--- src/rtl/vis_pkg.sv ---
// ----------------------------------------------------------------------------
// vis_pkg
//   Shared definitions for the visibility byte packer.
//   - state_t      : packer FSM states
//   - SYNC_DEFAULT : default frame sync byte
//   - CRC8_POLY    : CRC-8 generator polynomial (x^8 + x^2 + x + 1)
// ----------------------------------------------------------------------------
package vis_pkg;

    typedef enum logic [2:0] {
        S_IDLE = 3'd0,
        S_SYNC = 3'd1,
        S_SEQ  = 3'd2,
        S_DATA = 3'd3,
        S_WAIT = 3'd4,
        S_CRC  = 3'd5
    } state_t;

    localparam logic [7:0] SYNC_DEFAULT = 8'hA5;
    localparam logic [7:0] CRC8_POLY    = 8'h07;

endpackage

--- src/rtl/crc8_byte.sv ---
// ----------------------------------------------------------------------------
// crc8_byte
//   Combinational one-byte CRC-8 update: MSB-first, no reflection, no final
//   XOR, polynomial CRC8_POLY.
//   Ports:
//     i_crc  in  8  current CRC value
//     i_byte in  8  byte being folded in
//     o_crc  out 8  CRC after i_byte
// ----------------------------------------------------------------------------
module crc8_byte
    import vis_pkg::*;
(
    input  logic [7:0] i_crc,
    input  logic [7:0] i_byte,
    output logic [7:0] o_crc
);

    logic [7:0] w_c;

    always_comb begin
        w_c = i_crc ^ i_byte;
        for (int b = 0; b < 8; b++) begin
            w_c = w_c[7] ? ((w_c << 1) ^ CRC8_POLY) : (w_c << 1);
        end
        o_crc = w_c;
    end

endmodule

--- src/rtl/vis_bytepacker.sv ---
// ----------------------------------------------------------------------------
// vis_bytepacker
//   Serialises the 2*ACCUM-bit {revis, imvis} visibility stream into bytes.
//   Each frame is prefixed with a sync byte and an 8-bit sequence number;
//   data bytes go revis first then imvis, each least-significant byte first.
//
//   Optional feature (macro VIS_BYTEPACKER_CRC_EN): a CRC-8 over the SEQ and
//   data bytes is appended as an extra byte carrying m_tlast_o.
//
//   Ports:
//     clock       in   1         bus clock
//     reset       in   1         synchronous, active-high reset
//     s_tvalid_i  in   1         input beat valid
//     s_tready_o  out  1         input beat accepted (combinational)
//     s_tlast_i   in   1         last beat of visibility frame
//     s_tdata_i   in   2*ACCUM   {revis, imvis}
//     m_tvalid_o  out  1         output byte valid (registered)
//     m_tready_i  in   1         downstream ready
//     m_tlast_o   out  1         last byte of frame
//     m_tdata_o   out  8         output byte
//     busy_o      out  1         FSM not idle
// ----------------------------------------------------------------------------
module vis_bytepacker
    import vis_pkg::*;
#(
    parameter int         ACCUM = 32,
    parameter logic [7:0] SYNC  = SYNC_DEFAULT
) (
    input  logic               clock,
    input  logic               reset,
    input  logic               s_tvalid_i,
    output logic               s_tready_o,
    input  logic               s_tlast_i,
    input  logic [2*ACCUM-1:0] s_tdata_i,
    output logic               m_tvalid_o,
    input  logic               m_tready_i,
    output logic               m_tlast_o,
    output logic [7:0]         m_tdata_o,
    output logic               busy_o
);

    localparam int NBYTES = 2 * ACCUM / 8;
    localparam int BIW    = (NBYTES > 1) ? $clog2(NBYTES) : 1;

    typedef logic [BIW-1:0] bi_t;
    localparam bi_t BI_LAST = bi_t'(NBYTES - 1);

    state_t             r_state, w_state_d;
    logic [2*ACCUM-1:0] r_hold,  w_hold_d;
    logic               r_last,  w_last_d;
    bi_t                r_bi,    w_bi_d;
    logic [7:0]         r_seq,   w_seq_d;
    logic               r_mvalid, w_mvalid_d;
    logic               r_mlast,  w_mlast_d;
    logic [7:0]         r_mdata,  w_mdata_d;
    logic               w_xfer, w_accept, w_bi_end, w_load;

    assign w_xfer   = r_mvalid & m_tready_i;
    assign w_bi_end = (r_bi == BI_LAST);

    // Ready in DATA only on the final byte of a non-last beat, so the next
    // beat is loaded in the same cycle that byte leaves (no bubble).
    always_comb begin
        s_tready_o = 1'b0;
        case (r_state)
            S_IDLE, S_WAIT: s_tready_o = 1'b1;
            S_DATA:         s_tready_o = w_bi_end & ~r_last & m_tready_i;
            default:        s_tready_o = 1'b0;
        endcase
    end

    assign w_accept = s_tvalid_i & s_tready_o;

`ifdef VIS_BYTEPACKER_CRC_EN
    logic [7:0] r_crc, w_crc_d, w_crc_step;

    crc8_byte u_crc (
        .i_crc  (r_crc),
        .i_byte (r_mdata),
        .o_crc  (w_crc_step)
    );

    // Cleared while the sync byte is on the bus; folds in every SEQ/DATA
    // byte as it is transferred.
    always_comb begin
        w_crc_d = r_crc;
        if (r_state == S_SYNC)
            w_crc_d = 8'h00;
        else if (w_xfer && (r_state == S_SEQ || r_state == S_DATA))
            w_crc_d = w_crc_step;
    end

    always_ff @(posedge clock) begin
        if (reset) r_crc <= 8'h00;
        else       r_crc <= w_crc_d;
    end
`endif

    // ---------------- state register ----------------
    always_ff @(posedge clock) begin
        if (reset) begin
            r_state  <= S_IDLE;
            r_hold   <= '0;
            r_last   <= 1'b0;
            r_bi     <= '0;
            r_seq    <= 8'h00;
            r_mvalid <= 1'b0;
            r_mlast  <= 1'b0;
            r_mdata  <= 8'h00;
        end else begin
            r_state  <= w_state_d;
            r_hold   <= w_hold_d;
            r_last   <= w_last_d;
            r_bi     <= w_bi_d;
            r_seq    <= w_seq_d;
            r_mvalid <= w_mvalid_d;
            r_mlast  <= w_mlast_d;
            r_mdata  <= w_mdata_d;
        end
    end

    // ---------------- next-state logic ----------------
    always_comb begin
        w_state_d = r_state;
        w_last_d  = r_last;
        w_bi_d    = r_bi;
        w_seq_d   = r_seq;
        w_load    = 1'b0;
        case (r_state)
            S_IDLE: if (w_accept) begin
                w_state_d = S_SYNC;
                w_load    = 1'b1;
            end
            S_SYNC: if (w_xfer) w_state_d = S_SEQ;
            S_SEQ: if (w_xfer) begin
                w_state_d = S_DATA;
                w_bi_d    = '0;
            end
            S_DATA: if (w_xfer) begin
                if (!w_bi_end) begin
                    w_bi_d = r_bi + bi_t'(1);
                end else if (!r_last) begin
                    w_bi_d = '0;
                    if (w_accept) w_load    = 1'b1;
                    else          w_state_d = S_WAIT;
                end else begin
                    w_seq_d = r_seq + 8'd1;
`ifdef VIS_BYTEPACKER_CRC_EN
                    w_state_d = S_CRC;
`else
                    w_state_d = S_IDLE;
`endif
                end
            end
            S_WAIT: if (w_accept) begin
                w_state_d = S_DATA;
                w_bi_d    = '0;
                w_load    = 1'b1;
            end
            S_CRC: if (w_xfer) w_state_d = S_IDLE;
            default: w_state_d = S_IDLE;
        endcase
        // Hold register is stored as {imvis, revis} so byte k is simply
        // bits [8k +: 8] in output order.
        w_hold_d = r_hold;
        if (w_load) begin
            w_hold_d = {s_tdata_i[ACCUM-1:0], s_tdata_i[2*ACCUM-1:ACCUM]};
            w_last_d = s_tlast_i;
        end
    end

    // ---------------- output logic ----------------
    // Outputs are computed from the next state and registered, so they stay
    // frozen whenever the FSM does not advance (backpressure).
    always_comb begin
        w_mvalid_d = 1'b0;
        w_mlast_d  = 1'b0;
        w_mdata_d  = 8'h00;
        case (w_state_d)
            S_SYNC: begin
                w_mvalid_d = 1'b1;
                w_mdata_d  = SYNC;
            end
            S_SEQ: begin
                w_mvalid_d = 1'b1;
                w_mdata_d  = w_seq_d;
            end
            S_DATA: begin
                w_mvalid_d = 1'b1;
                w_mdata_d  = w_hold_d[8*int'(w_bi_d) +: 8];
`ifndef VIS_BYTEPACKER_CRC_EN
                w_mlast_d  = w_last_d & (w_bi_d == BI_LAST);
`endif
            end
`ifdef VIS_BYTEPACKER_CRC_EN
            S_CRC: begin
                w_mvalid_d = 1'b1;
                w_mdata_d  = w_crc_d;
                w_mlast_d  = 1'b1;
            end
`endif
            default: begin
                w_mvalid_d = 1'b0;
            end
        endcase
    end

    assign m_tvalid_o = r_mvalid;
    assign m_tlast_o  = r_mlast;
    assign m_tdata_o  = r_mdata;
    assign busy_o     = (r_state != S_IDLE);

endmodule

--- config.mk ---
export PLATFORM = sky130hd
export DESIGN_NAME = vis_bytepacker
export DESIGN_NICKNAME = d
export VERILOG_FILES = /design/src/rtl/vis_pkg.sv /design/src/rtl/crc8_byte.sv /design/src/rtl/vis_bytepacker.sv
export SDC_FILE = /design/constraint.sdc
export NUM_CORES = 1
export LEC_CHECK = 0
export ABC_AREA = 1
export ABC_CLOCK_PERIOD_IN_PS = 2410
export CAP_MARGIN = 5
export CORE_ASPECT_RATIO = 1.75
export CORE_MARGIN = 2
export CORE_UTILIZATION = 40
export DETAILED_ROUTE_END_ITERATION = 10
export SYNTH_ARGS = -nofsm -noshare
export SYNTH_HDL_FRONTEND = slang
export SYNTH_HIERARCHICAL = 1
export SYNTH_SLANG_ARGS = --single-unit
export TNS_END_PERCENT = 20
--- constraint.sdc ---
create_clock -name clock -period 2.41 [get_ports clock]
set_clock_uncertainty 0.05 [all_clocks]
set_input_delay 0.482 -clock clock [delete_from_list [all_inputs] [get_ports clock]]
set_output_delay 0.482 -clock clock [all_outputs]
set_load 0.05 [all_outputs]
* Yosys cells after proc, flatten, opt, wreduce, memory -nomap -nowiden
Index checks and enable logic that the tools add are counted.
Storage, ports and cells: output and inout bits 12, bits in registers 89, logic and storage cells 63
Operators by class: equality and inequality tests 10, $add $sub $neg 2, reduce and logical (&&, ||, !) cells 5, bitwise logic cells 7, shift operators 1, muxes and demuxes 30
Operators by type and width (number):
- $mux W64 | 1
- $shiftx A64 B7 Y8 | 1
- $mux W3 | 14
- $mux W8 | 4
- $pmux W8 S3 | 1
- $pmux W3 S6 | 1
- $eq A3 B2 Y1 const B | 4
- $eq A3 B3 Y1 const B | 4
- $pmux W3 S3 | 1
- $add A8 B1 Y8 const B | 1
- $eq A3 B1 Y1 const B | 2
- $mux W1 | 6
- $and A1 B1 Y1 | 5
- $pmux W1 S2 | 2
- $reduce_or A2 Y1 | 2
- $add A3 B1 Y3 const B | 1
- $logic_not A3 Y1 | 1
- $reduce_bool A3 Y1 | 1
- $reduce_or A3 Y1 | 1
- $not A1 Y1 | 2

* Depth between registers and ports, before layout
Gate-level depths: netlist of run 1.
depth after elaboration 13, depth in mapped cells 19, depth with buffers taken out 17

* Least setup slack after synthesis of run 1
No wires, ideal clock.
path type register to register, start point register r_mvalid, in the netlist m_tvalid_o, end point register r_mdata[6], in the netlist m_tdata_o[6], arrival time 2.063 ns, path buffers 2, clock period less this slack 2.245 ns, path slack 0.165 ns, stages on the path, launching flop included 16, data required time 2.228 ns, cell sequence dfxtp_1 -> nand2_1 -> nor2_1 -> inv_2 -> nor2_4 -> nand3_2 -> nand2_2 -> buf_6 -> buf_4 -> nand2_1 -> nand3_1 -> nand3_1 -> nand2_1 -> nand2_1 -> nand3_1 -> a21oi_1
Between the ends: word-level cells in the longest chain between the ends 6
Ends and longest elaborated chain:
- start, declared | line vis_bytepacker.sv:53 | logic r_mvalid, w_mvalid_d;
- start signal, assigned | line vis_bytepacker.sv:116 | r_mvalid <= w_mvalid_d;
- $and A1 B1 Y1 * | line vis_bytepacker.sv:58 | assign w_xfer = r_mvalid & m_tready_i;
- $mux W1 | line vis_bytepacker.sv:139 | S_DATA: if (w_xfer) begin
- $pmux W1 S2 | line vis_bytepacker.sv:129 | case (r_state)
- $mux W64 | line vis_bytepacker.sv:166 | if (w_load) begin
- $shiftx A64 B7 Y8 | line vis_bytepacker.sv:190 | w_mdata_d = w_hold_d[8*int'(w_bi_d) +: 8];
- $pmux W8 S3 * | line vis_bytepacker.sv:179 | case (w_state_d)
- end signal, assigned | line vis_bytepacker.sv:118 | r_mdata <= w_mdata_d;
- end, declared | line vis_bytepacker.sv:55 | logic [7:0] r_mdata, w_mdata_d;
Every way passes the cells marked *; elsewhere a longest branch is shown, timed or not. A chain may end at the register's enable or synchronous reset.

* Worst setup path after layout of run 1
start point register r_state[2], end point output busy_o
Between the ends: word-level cells in the longest chain between the ends 1
Ends and longest elaborated chain:
- start, declared | line vis_bytepacker.sv:48 | state_t r_state, w_state_d;
- start signal, assigned | line vis_bytepacker.sv:111 | r_state <= w_state_d;
- $reduce_bool A3 Y1 | line vis_bytepacker.sv:211 | assign busy_o = (r_state != S_IDLE);
- end, declared | line vis_bytepacker.sv:39 | output logic busy_o
No other way between the ends.

==> qor.yml, run 1 <==
route:
  viasPerCell: 5.00
  wirelength_mm: 15.3
  vias: 5140
  drc: 0
  dr.pass1.iters: 5
  wl_per_cell_um: 14.9
  ant_nets: 0
  drt-initial-drc-count: 286
critical_path:
  crit_path_cell_trace: "inv_2 > nand2_1 > clkdlybuf4s50_1"
  cp-end-kind: "primary output"
  start_kind: "register"
  arrival_ns: 1.81
  worstSetupPathType: "reg2out"
  crit_buf_inv: 2
  cpPeakStageDelay_ns: 0.80
  crit_family: "buffers and inverters"
  crit_required_ns: 1.88
  crit_fanout: 6
  cp_slowest_cell: "clkdlybuf4s50_1"
sta:
  drv_slew: 0
  holdWs_ns: 0.443
  relSlewSlack_pct: 54.3
  rsz0062_at_grt: "true"
  post-route-period-util_pct: 97.1
  min_period_ns: 2.34
  fin_ws_ns: 0.0703
  hold_viol: 0
  maxClockFrequency_mhz: 427
  tightestPinTransition_ns: 0.686
  tns_ns: 0
  setup_viol: 0
finish:
  nNetsFinal: 958
  nFillCells: 1153
  final_common_cell: "nand2_1"
  fin_cells: 1028
  fin_area_um2: 7000
  syn2layout_area_growth_pct: 44.7
  n_antenna_cell: 0
  layout_common_cells: "nand2_1, nand3_1, dfxtp_1, buf_4, inv_1"
  drive_above_1_share_pct: 21.2
synth:
  synth-seq-area-share_pct: 36.8
  yosysWarnings: 6
  ys_seq_elements: 89
  synth_nets: 798
  yosysUniqueCellTypes: 36
  synth_area_per_cell_um2: 6.67
  synthCells: 726
  synth-edff-count: 0
  synthesis.area_um2: 4840
  ys.flop_type: "dfxtp_1"
  async_flop_share_pct: 0
floorplanning:
  fp.dieW_um: 87.2
  core_region_area_um2: 11900
  die_h_um: 150
  io_pins: 81
  initial_core_util_pct: 40.5
  die_area_um2: 13000
  row_count: 53
cts:
  cts_tree: "yes"
  insertion_delay_ns: 0.35
  clock-sinks: 89
  htreeDepth: 3
  cts_buffer_depth: 2
  cts_buffers: 9
  cts_hold_buffers: 0
  cts-root-buf: "clkbuf_16"
  path_clk_slew_ns: 0.07
global_route:
  antenna_found_initial: 0
  grt_pass1_vias: 5127
  grt_max_degree: 38
  overflow: 0
  grtUsageTotal_pct: 23.7
  grt_first_pass_wirelength_mm: 24.0
placed_design:
  portBuffers: 80
  dp_cells: 1002
  dpl_cell_area_um2: 6400
  dp_hpwl_mm: 11.0
  finalWeightedCongestion: 0.937
  post-place-ws_ns: -0.298
status:
  run_status: "completed"
power_and_ir_drop:
  p_per_area_nw_per_um2: 605
  vdd_ir_drop_max_mv: 0.444
  p_leak_nw: 3.38
flow_run:
  drv_cap: 0
worst_hold_path:
  worstHoldPathType: "reg2reg"
==> tightest hold or removal path, cell delays in order, from the launching register on <==
cell     delay, ns
dfxtp_1       0.30
nand3_1       0.09
a21oi_1       0.06
==> metal layers <==
metal,GRT usage (%),up-vias,part of all wire [%]
li1,-,2583,-
met3,3.47,40,2.5
met2,43.2,103,54
met1,25.7,2414,39
met5,0,-,0
met4,12.5,0,4.5
==> metrics by stage <==
stage / util, % / total power [mW]
finish: 58.7 / 4.24
global placement: 53.7 / 2.73
detailed placement: 53.7 / 2.74
global route: 58.7 / 4.44
CTS: 56.6 / 4.21
floorplan: - / 2.24
==> sequential cells by signal, indices dropped and copies added (netlist names) <==
register	count
r_seq	8
m_tdata_o	8
r_hold	64
m_tlast_o	1
r_bi	3
r_state	3
r_last	1
m_tvalid_o	1
==> what timing repair did <==
action                                 4_1_cts  5_1_grt
setup endpoints to repair                    2        8
cloned                                       1        3
resized for setup                            1       39
pin swaps                                    0       10
buffers inserted                             0        6
endpoints found under the hold margin        0        0
==> logic make-up (layout without fill, tap and decap cells) <==
family / after synthesis / in the layout / share of synthesized area (%)
buf+inv: 142 / 307 / 13.8
simple gates: 443 / 443 / 42.4
compound gates: 41 / 41 / 4.76
xor+xnor: 7 / 7 / 1.27
flops: 89 / 89 / 36.8
fa+ha+maj: 3 / 3 / 0.776
mux: 1 / 1 / 0.207
==> worst paths after layout <==
kind,from,endpoint,slack [ns],depth (start not counted)
worst max-delay path,r_state[2],busy_o,0.07,3
worst min register to register,r_hold[50],r_hold[50],0.44,2
worst max register to register,r_bi[1],m_tdata_o[2],0.11,14
worst min-delay path,r_hold[50],r_hold[50],0.44,2
==> where the power goes <==
group,leakage [nW],switching [mW],internal (mW)
sequential,0.733,0.0374,1.59
combinational,2.50,0.597,0.555
clock,0.149,0.595,0.861
total,3.38,1.23,3.01
==> synth_stat cells (all sizes together) (2+ instances only) <==
cell type | n | area share [%]
buf | 28 | 5.0
nand3 | 102 | 11
a21oi | 26 | 2.7
nor2 | 75 | 6.3
nand3b | 40 | 6.2
nor3 | 4 | 0.41
nand2 | 213 | 18
clkbuf | 10 | 0.78
xnor2 | 3 | 0.54
clkinv | 8 | 0.62
inv | 96 | 7.4
ha | 3 | 0.78
o21ai | 8 | 0.83
a211oi | 2 | 0.31
or2 | 6 | 0.78
xor2 | 4 | 0.72
nand4 | 2 | 0.26
dfxtp | 89 | 37
==> cell type report <==
| cell class | instances | area [um^2] | area share (%) |
|---|---|---|---|
| Timing Repair Buffer | 187 | 1840 | 26.2 |
| Clock inverter | 4 | 51.3 | 0.733 |
| Multi-Input combinational cell | 495 | 2510 | 35.8 |
| Inverter | 104 | 398 | 5.68 |
| Clock buffer | 12 | 256 | 3.66 |
| Tap cell | 137 | 171 | 2.45 |
| Sequential cell | 89 | 1780 | 25.5 |
No activity file was read; power rests on OpenSTA's default activity.
==> run 2, diff against run 1 <==
--- a/config.mk
+++ b/config.mk
@@ -6,12 +6,16 @@
 export NUM_CORES = 1
 export LEC_CHECK = 0
 export ABC_AREA = 1
-export ABC_CLOCK_PERIOD_IN_PS = 2410
+export ABC_CLOCK_PERIOD_IN_PS = 2300
 export CAP_MARGIN = 5
+export CELL_PAD_IN_SITES_DETAIL_PLACEMENT = 0
+export CELL_PAD_IN_SITES_GLOBAL_PLACEMENT = 1
 export CORE_ASPECT_RATIO = 1.75
 export CORE_MARGIN = 2
-export CORE_UTILIZATION = 40
+export CORE_UTILIZATION = 38
 export DETAILED_ROUTE_END_ITERATION = 10
+export PLACE_DENSITY_LB_ADDON = 0.1
+export RECOVER_POWER = 25
 export SYNTH_ARGS = -nofsm -noshare
 export SYNTH_HDL_FRONTEND = slang
 export SYNTH_HIERARCHICAL = 1
==> constraint.sdc (replaced) <==
create_clock -name clock -period 2.3 [get_ports clock]
set_clock_uncertainty 0.05 [all_clocks]
set_input_delay 0.46 -clock clock [delete_from_list [all_inputs] [get_ports clock]]
set_output_delay 0.46 -clock clock [all_outputs]
set_load 0.05 [all_outputs]
==> qor.yml, run 2 (synthesis results as in run 1) <==
cts:
  insertion_delay_ns: 0.36  # was 0.35 ns
  cts_tree: "yes"  # unchanged
  cts_buffers: 9  # unchanged
  path_clk_slew_ns: 0.07  # about the same
  htreeDepth: 3  # unchanged
  cts-root-buf: "clkbuf_16"  # unchanged
  cts_buffer_depth: 2  # unchanged
  clock-sinks: 89  # unchanged
  cts_hold_buffers: 0  # unchanged
sta:
  min_period_ns: 2.28
  drv_slew: 0  # unchanged
  relSlewSlack_pct: 57.2  # was 54.3%
  hold_viol: 0  # unchanged
  setup_viol: 0  # unchanged
  maxClockFrequency_mhz: 438
  tightestPinTransition_ns: 0.643  # was 0.686 ns
  post-route-period-util_pct: 99.3
  rsz0062_at_grt: "true"  # unchanged
  tns_ns: 0  # unchanged
power_and_ir_drop:
  p_leak_nw: 3.55  # was 3.38 nW
  finalPower_mw: 4.67  # was 4.24 mW
  vdd_ir_drop_max_mv: 0.456  # was 0.444 mV
  power_frac_comb_pct: 27.5  # was 27.2%
  p_per_area_nw_per_um2: 632  # was 605 nW/um^2
  p_switching_mw: 1.35  # was 1.23 mW
  sw_frac_of_total_pct: 29.0  # about the same
  p_clk_share_pct: 36.0  # was 34.4%
  intPower_mw: 3.32  # was 3.01 mW
  pwr-share-seq_pct: 36.5  # was 38.4%
floorplanning:
  initial_core_util_pct: 38.9  # was 40.5%
  row_count: 54  # was 53
  die_h_um: 153  # was 150 um
  io_pins: 81  # unchanged
  core_region_area_um2: 12400  # was 11900 um^2
  fp.dieW_um: 89.3  # was 87.2 um
  die_area_um2: 13700  # was 13000 um^2
finish:
  syn2layout_area_growth_pct: 52.7  # was 44.7%
  nNetsFinal: 969  # was 958
  layout_common_cells: "nand2_1, buf_4, dfxtp_1, inv_1, nand3_1"  # was nand2_1, nand3_1, dfxtp_1, buf_4, inv_1
  n_antenna_cell: 0  # unchanged
  fin_cells: 1070  # was 1028
  fin_area_um2: 7390  # was 7000 um^2
  largest_register_ffs: 64  # unchanged
  top_register: "r_hold"  # unchanged
  drive_above_1_share_pct: 26.9  # was 21.2%
  post-route-util_pct: 59.4  # was 58.7%
  final_common_cell: "nand2_1"  # unchanged
critical_path:
  worst-r2r-setup-slack_ns: 0.02  # was 0.11 ns
  crit_fanout: 9  # was 6
  worstSetupPathType: "reg2reg"  # was reg2out
  crit_path_cell_trace: "ha_4 > ha_4 > buf_6 > or2_2 > nand2_1 > nand2_1 > nand3_2 > nand2_4 > inv_4 > buf_12 > buf_12 > nand3_2 > nand2_2 > nand2_1 > nand3_2 > a21oi_1"  # was inv_2 > nand2_1 > clkdlybuf4s50_1
  crit_buf_inv: 4  # was 2
  cp-end-kind: "register"  # was primary output
  crit_required_ns: 2.46  # was 1.88 ns
  cp_slowest_cell: "dfxtp_2"  # was clkdlybuf4s50_1
  crit_family: "simple AND/OR/NAND/NOR gates"  # was buffers and inverters
  arrival_ns: 2.45  # was 1.81 ns
  start_kind: "register"  # unchanged
  cpPeakStageDelay_ns: 0.34  # was 0.80 ns
global_route:
  overflow: 0  # unchanged
  grt.busiest_layer: "met2"  # unchanged
  grtUsageTotal_pct: 23.7  # about the same
  grt_util_met2_pct: 42.6  # was 43.2%
  grt_max_degree: 36  # was 38
  grtUsageMet1_pct: 28.1  # was 25.7%
  grt_pass1_vias: 5069  # was 5127
  grt_first_pass_wirelength_mm: 25.0  # was 24.0 mm
  grt.met3_usage_pct: 3.02  # was 3.47%
  antenna_found_initial: 0  # unchanged
route:
  wl_per_cell_um: 14.9  # about the same
  dr.pass1.iters: 5  # unchanged
  vias: 5167  # was 5140
  viasPerCell: 4.83  # was 5.00
  drt-initial-drc-count: 282  # was 286
  wirelength_mm: 15.9  # was 15.3 mm
  ant_nets: 0  # unchanged
  drc: 0  # unchanged
placed_design:
  finalWeightedCongestion: 0.898  # was 0.937
  dp_hpwl_mm: 10.8  # was 11.0 mm
  dp_cells: 1039  # was 1002
  portBuffers: 80  # unchanged
  dpl_cell_area_um2: 6460  # was 6400 um^2
status:
  run_status: "completed"  # unchanged
worst_hold_path:
  worstHoldPathType: "reg2reg"  # unchanged
flow_run:
  drv_cap: 0  # unchanged
-- run 2: worst paths after layout --
kind / startpoint / endpoint / cells after the start
worst max-delay path: r_bi[0] / m_tdata_o[4] / 16
worst min-delay path: r_hold[20] / r_hold[20] / 2
worst max register to register: r_bi[0] / m_tdata_o[4] / 16
worst min register to register: r_hold[20] / r_hold[20] / 2
-- run 2: layer usage --
metal | routed length, um | part of all wire, % | vias up
met4 | 294 | 1.8 | 0
met5 | 0 | 0 | -
met2 | 8720 | 55 | 102
met1 | 6350 | 40 | 2432
met3 | 557 | 3.5 | 18
li1 | - | - | 2615
-- run 2: power by group through the flow --
stage                     clock network [mW]  logic, mW  registers, mW
final                                   1.68       1.28           1.70
after global routing                    1.78       1.40           1.71
after CTS                               1.71       1.24           1.70
after detailed placement                   0       1.16           1.74
after global placement                     0       1.14           1.74
after floorplan                            0      0.575           1.77
-- run 2: layout make-up --
type / instances / area, um^2
clock inverter: 5 / 85.1
sequential: 89 / 1780
fill: 1229 / 5040
clock buffer: 11 / 253
timing repair buffer: 198 / 1990
multi-input combinational: 495 / 2670
tap: 168 / 210
inverter: 104 / 400
-- run 2: worst reg2reg max path: stages, from the launching register on --
cell,delay [ns]
dfxtp_2,0.34
ha_4,0.17
ha_4,0.17
buf_6,0.12
or2_2,0.26
nand2_1,0.06
nand2_1,0.06
nand3_2,0.08
nand2_4,0.07
inv_4,0.08
buf_12,0.10
buf_12,0.13
nand3_2,0.14
nand2_2,0.11
nand2_1,0.07
nand3_2,0.07
a21oi_1,0.06
-- run 2: metrics by stage --
step,hold WS (ns),worst slack (ns)
after global routing,0.482,-0.111
after detailed placement,0.441,-0.462
after floorplan,0.421,0.0545
after global placement,0.432,-0.432
after CTS,0.450,-0.00791
final,0.449,0.0168
-- run 2: timing repair --
action,CTS,global route
buffers inserted,6,5
resized for setup,38,58
pin swaps,8,31
gates cloned,4,3
endpoints found under the setup margin,8,8
==> run 3, diff against run 2 <==
--- a/config.mk
+++ b/config.mk
@@ -10,7 +10,7 @@
 export CAP_MARGIN = 5
 export CELL_PAD_IN_SITES_DETAIL_PLACEMENT = 0
 export CELL_PAD_IN_SITES_GLOBAL_PLACEMENT = 1
-export CORE_ASPECT_RATIO = 1.75
+export CORE_ASPECT_RATIO = 0.75
 export CORE_MARGIN = 2
 export CORE_UTILIZATION = 38
 export DETAILED_ROUTE_END_ITERATION = 10
==> qor.yml, run 3 (synthesis results as in run 1) <==
status:
  run_status: "completed"  # unchanged
finish:
  drive_above_1_share_pct: 25.8  # was 26.9%
  fin_area_um2: 7280  # was 7390 um^2
  nFillCells: 1167  # was 1229
  top_register: "r_hold"  # unchanged
  final_common_cell: "nand2_1"  # unchanged
  largest_register_ffs: 64  # unchanged
  layout_common_cells: "nand2_1, dfxtp_1, inv_1, nand3_1, buf_4"  # was nand2_1, buf_4, dfxtp_1, inv_1, nand3_1
  n_antenna_cell: 0  # unchanged
  post-route-util_pct: 58.9  # was 59.4%
  fin_cells: 1057  # was 1070
  syn2layout_area_growth_pct: 50.3  # was 52.7%
  nNetsFinal: 958  # was 969
sta:
  holdWs_ns: 0.450  # was 0.449 ns
  post-route-period-util_pct: 97.4  # was 99.3%
  drv_slew: 0  # unchanged
  relSlewSlack_pct: 63.9  # was 57.2%
  setup_viol: 0  # unchanged
  maxClockFrequency_mhz: 446  # was 438 MHz
  rsz0062_at_grt: "true"  # unchanged
  min_period_ns: 2.24  # was 2.28 ns
  hold_viol: 0  # unchanged
  tightestPinTransition_ns: 0.542  # was 0.643 ns
critical_path:
  crit_fanout: 8  # was 9
  cp-end-kind: "register"  # unchanged
  arrival_ns: 2.40  # was 2.45 ns
  worstSetupPathType: "reg2reg"  # unchanged
  crit_required_ns: 2.46  # about the same
  start_kind: "register"  # unchanged
power_and_ir_drop:
  power_frac_comb_pct: 27.1  # was 27.5%
  p_per_area_nw_per_um2: 617  # was 632 nW/um^2
  intPower_mw: 3.19  # was 3.32 mW
  pwr-share-seq_pct: 38.0  # was 36.5%
  sw_frac_of_total_pct: 29.0  # about the same
  vdd_ir_drop_max_mv: 0.334  # was 0.456 mV
  p_leak_nw: 3.45  # was 3.55 nW
  p_clk_share_pct: 34.9  # was 36.0%
  finalPower_mw: 4.49  # was 4.67 mW
  p_switching_mw: 1.30  # was 1.35 mW
placed_design:
  dp_hpwl_mm: 10.6  # was 10.8 mm
  dp_cells: 1017  # was 1039
  portBuffers: 80  # unchanged
  dpl_cell_area_um2: 6330  # was 6460 um^2
  finalWeightedCongestion: 0.864  # was 0.898
floorplanning:
  die_area_um2: 13700  # about the same
  fp.dieW_um: 134  # was 89.3 um
  initial_core_util_pct: 39.2  # was 38.9%
  io_pins: 81  # unchanged
  die_h_um: 102  # was 153 um
  row_count: 35  # was 54
  core_region_area_um2: 12300  # was 12400 um^2
global_route:
  grt_pass1_vias: 4897  # was 5069
  grt_first_pass_wirelength_mm: 24.3  # was 25.0 mm
  grt_max_degree: 36  # unchanged
  grtUsageTotal_pct: 22.7  # was 23.7%
  antenna_found_initial: 0  # unchanged
  overflow: 0  # unchanged
cts:
  cts_tree: "yes"  # unchanged
  cts_hold_buffers: 0  # unchanged
  clock-sinks: 89  # unchanged
  htreeDepth: 3  # unchanged
  cts-root-buf: "clkbuf_16"  # unchanged
  cts_buffer_depth: 2  # unchanged
  path_clk_slew_ns: 0.06  # was 0.07 ns
  cts_buffers: 9  # unchanged
  insertion_delay_ns: 0.35  # was 0.36 ns
worst_hold_path:
  worstHoldPathType: "reg2reg"  # unchanged
route:
  ant_nets: 0  # unchanged
  drt-initial-drc-count: 353  # was 282
  viasPerCell: 4.89  # was 4.83
  dr.pass1.iters: 5  # unchanged
  vias: 5172  # was 5167
  drc: 0  # unchanged
  wl_per_cell_um: 14.7  # was 14.9 um
  wirelength_mm: 15.6  # was 15.9 mm
flow_run:
  drv_cap: 0  # unchanged
[run 3: changes by cell type in the layout (fill, tap and decap cells not counted), sizes merged]
cell | before | now
clkbuf | 14 | 11
dlymetal6s2s | 1 | 2
clkdlybuf4s50 | 76 | 75
buf | 118 | 109
clkinv | 2 | 11
inv | 104 | 96
[run 3: critical path, cell delays in order, from the launching register on]
cell	delay [ns]
dfxtp_2	0.34
ha_4	0.16
ha_4	0.17
inv_6	0.07
buf_6	0.09
nand2_1	0.04
o21bai_1	0.14
nand2_2	0.10
buf_6	0.12
nor2_4	0.19
buf_12	0.16
nand2_1	0.05
nand2_1	0.08
clkinv_2	0.06
nand2_1	0.05
nand2_1	0.06
nand3_1	0.09
a21oi_1	0.06
[run 3: path summary, 6_finish.rpt]
kind	from	end	slack [ns]	cells past startpoint
max	r_bi[1]	m_tdata_o[5]	0.06	17
min	r_hold[16]	r_hold[16]	0.45	2
max reg2reg	r_bi[1]	m_tdata_o[5]	0.06	17
min reg2reg	r_hold[16]	r_hold[16]	0.45	2
[run 3: power by group through the flow]
| stage | clock (mW) | sequential, mW | combinational [mW] |
|---|---|---|---|
| after floorplan | 0 | 1.77 | 0.575 |
| after global placement | 0 | 1.73 | 1.03 |
| after detailed placement | 0 | 1.74 | 1.04 |
| after CTS | 1.60 | 1.71 | 1.12 |
| after global routing | 1.66 | 1.72 | 1.32 |
| final | 1.57 | 1.71 | 1.22 |
[run 3: final cells by class]
class / instances / area, um^2 / area share, %
multi-input cells: 495 / 2650 / 36.4
repair buffers: 187 / 1910 / 26.3
flip-flops and latches: 89 / 1790 / 24.5
inverters: 104 / 409 / 5.62
clock buffers: 10 / 229 / 3.15
well taps: 166 / 208 / 2.85
clock inverters: 6 / 82.6 / 1.13
[run 3: repair_timing]
action,4_1_cts,5_1_grt
pin swaps,6,35
setup endpoints to repair,8,12
resized for setup,35,72
buffers inserted,7,14
gates cloned,2,2
[run 3: per-stage QoR]
stage | TNS, ns | setup slack (ns)
final | 0 | 0.0597
after global routing | -0.407 | -0.0719
after CTS | -0.0118 | -0.00833
after detailed placement | -3.51 | -0.455
after global placement | -3.40 | -0.445
after floorplan | 0 | 0.0545
[run 3: layer usage]
layer	global-route usage (%)	up-vias	share of wire [%]
met5	0	-	0
met4	6.56	0	1.9
met3	4.10	25	6.1
met2	34.8	163	44
li1	-	2584	-
met1	32.7	2400	48
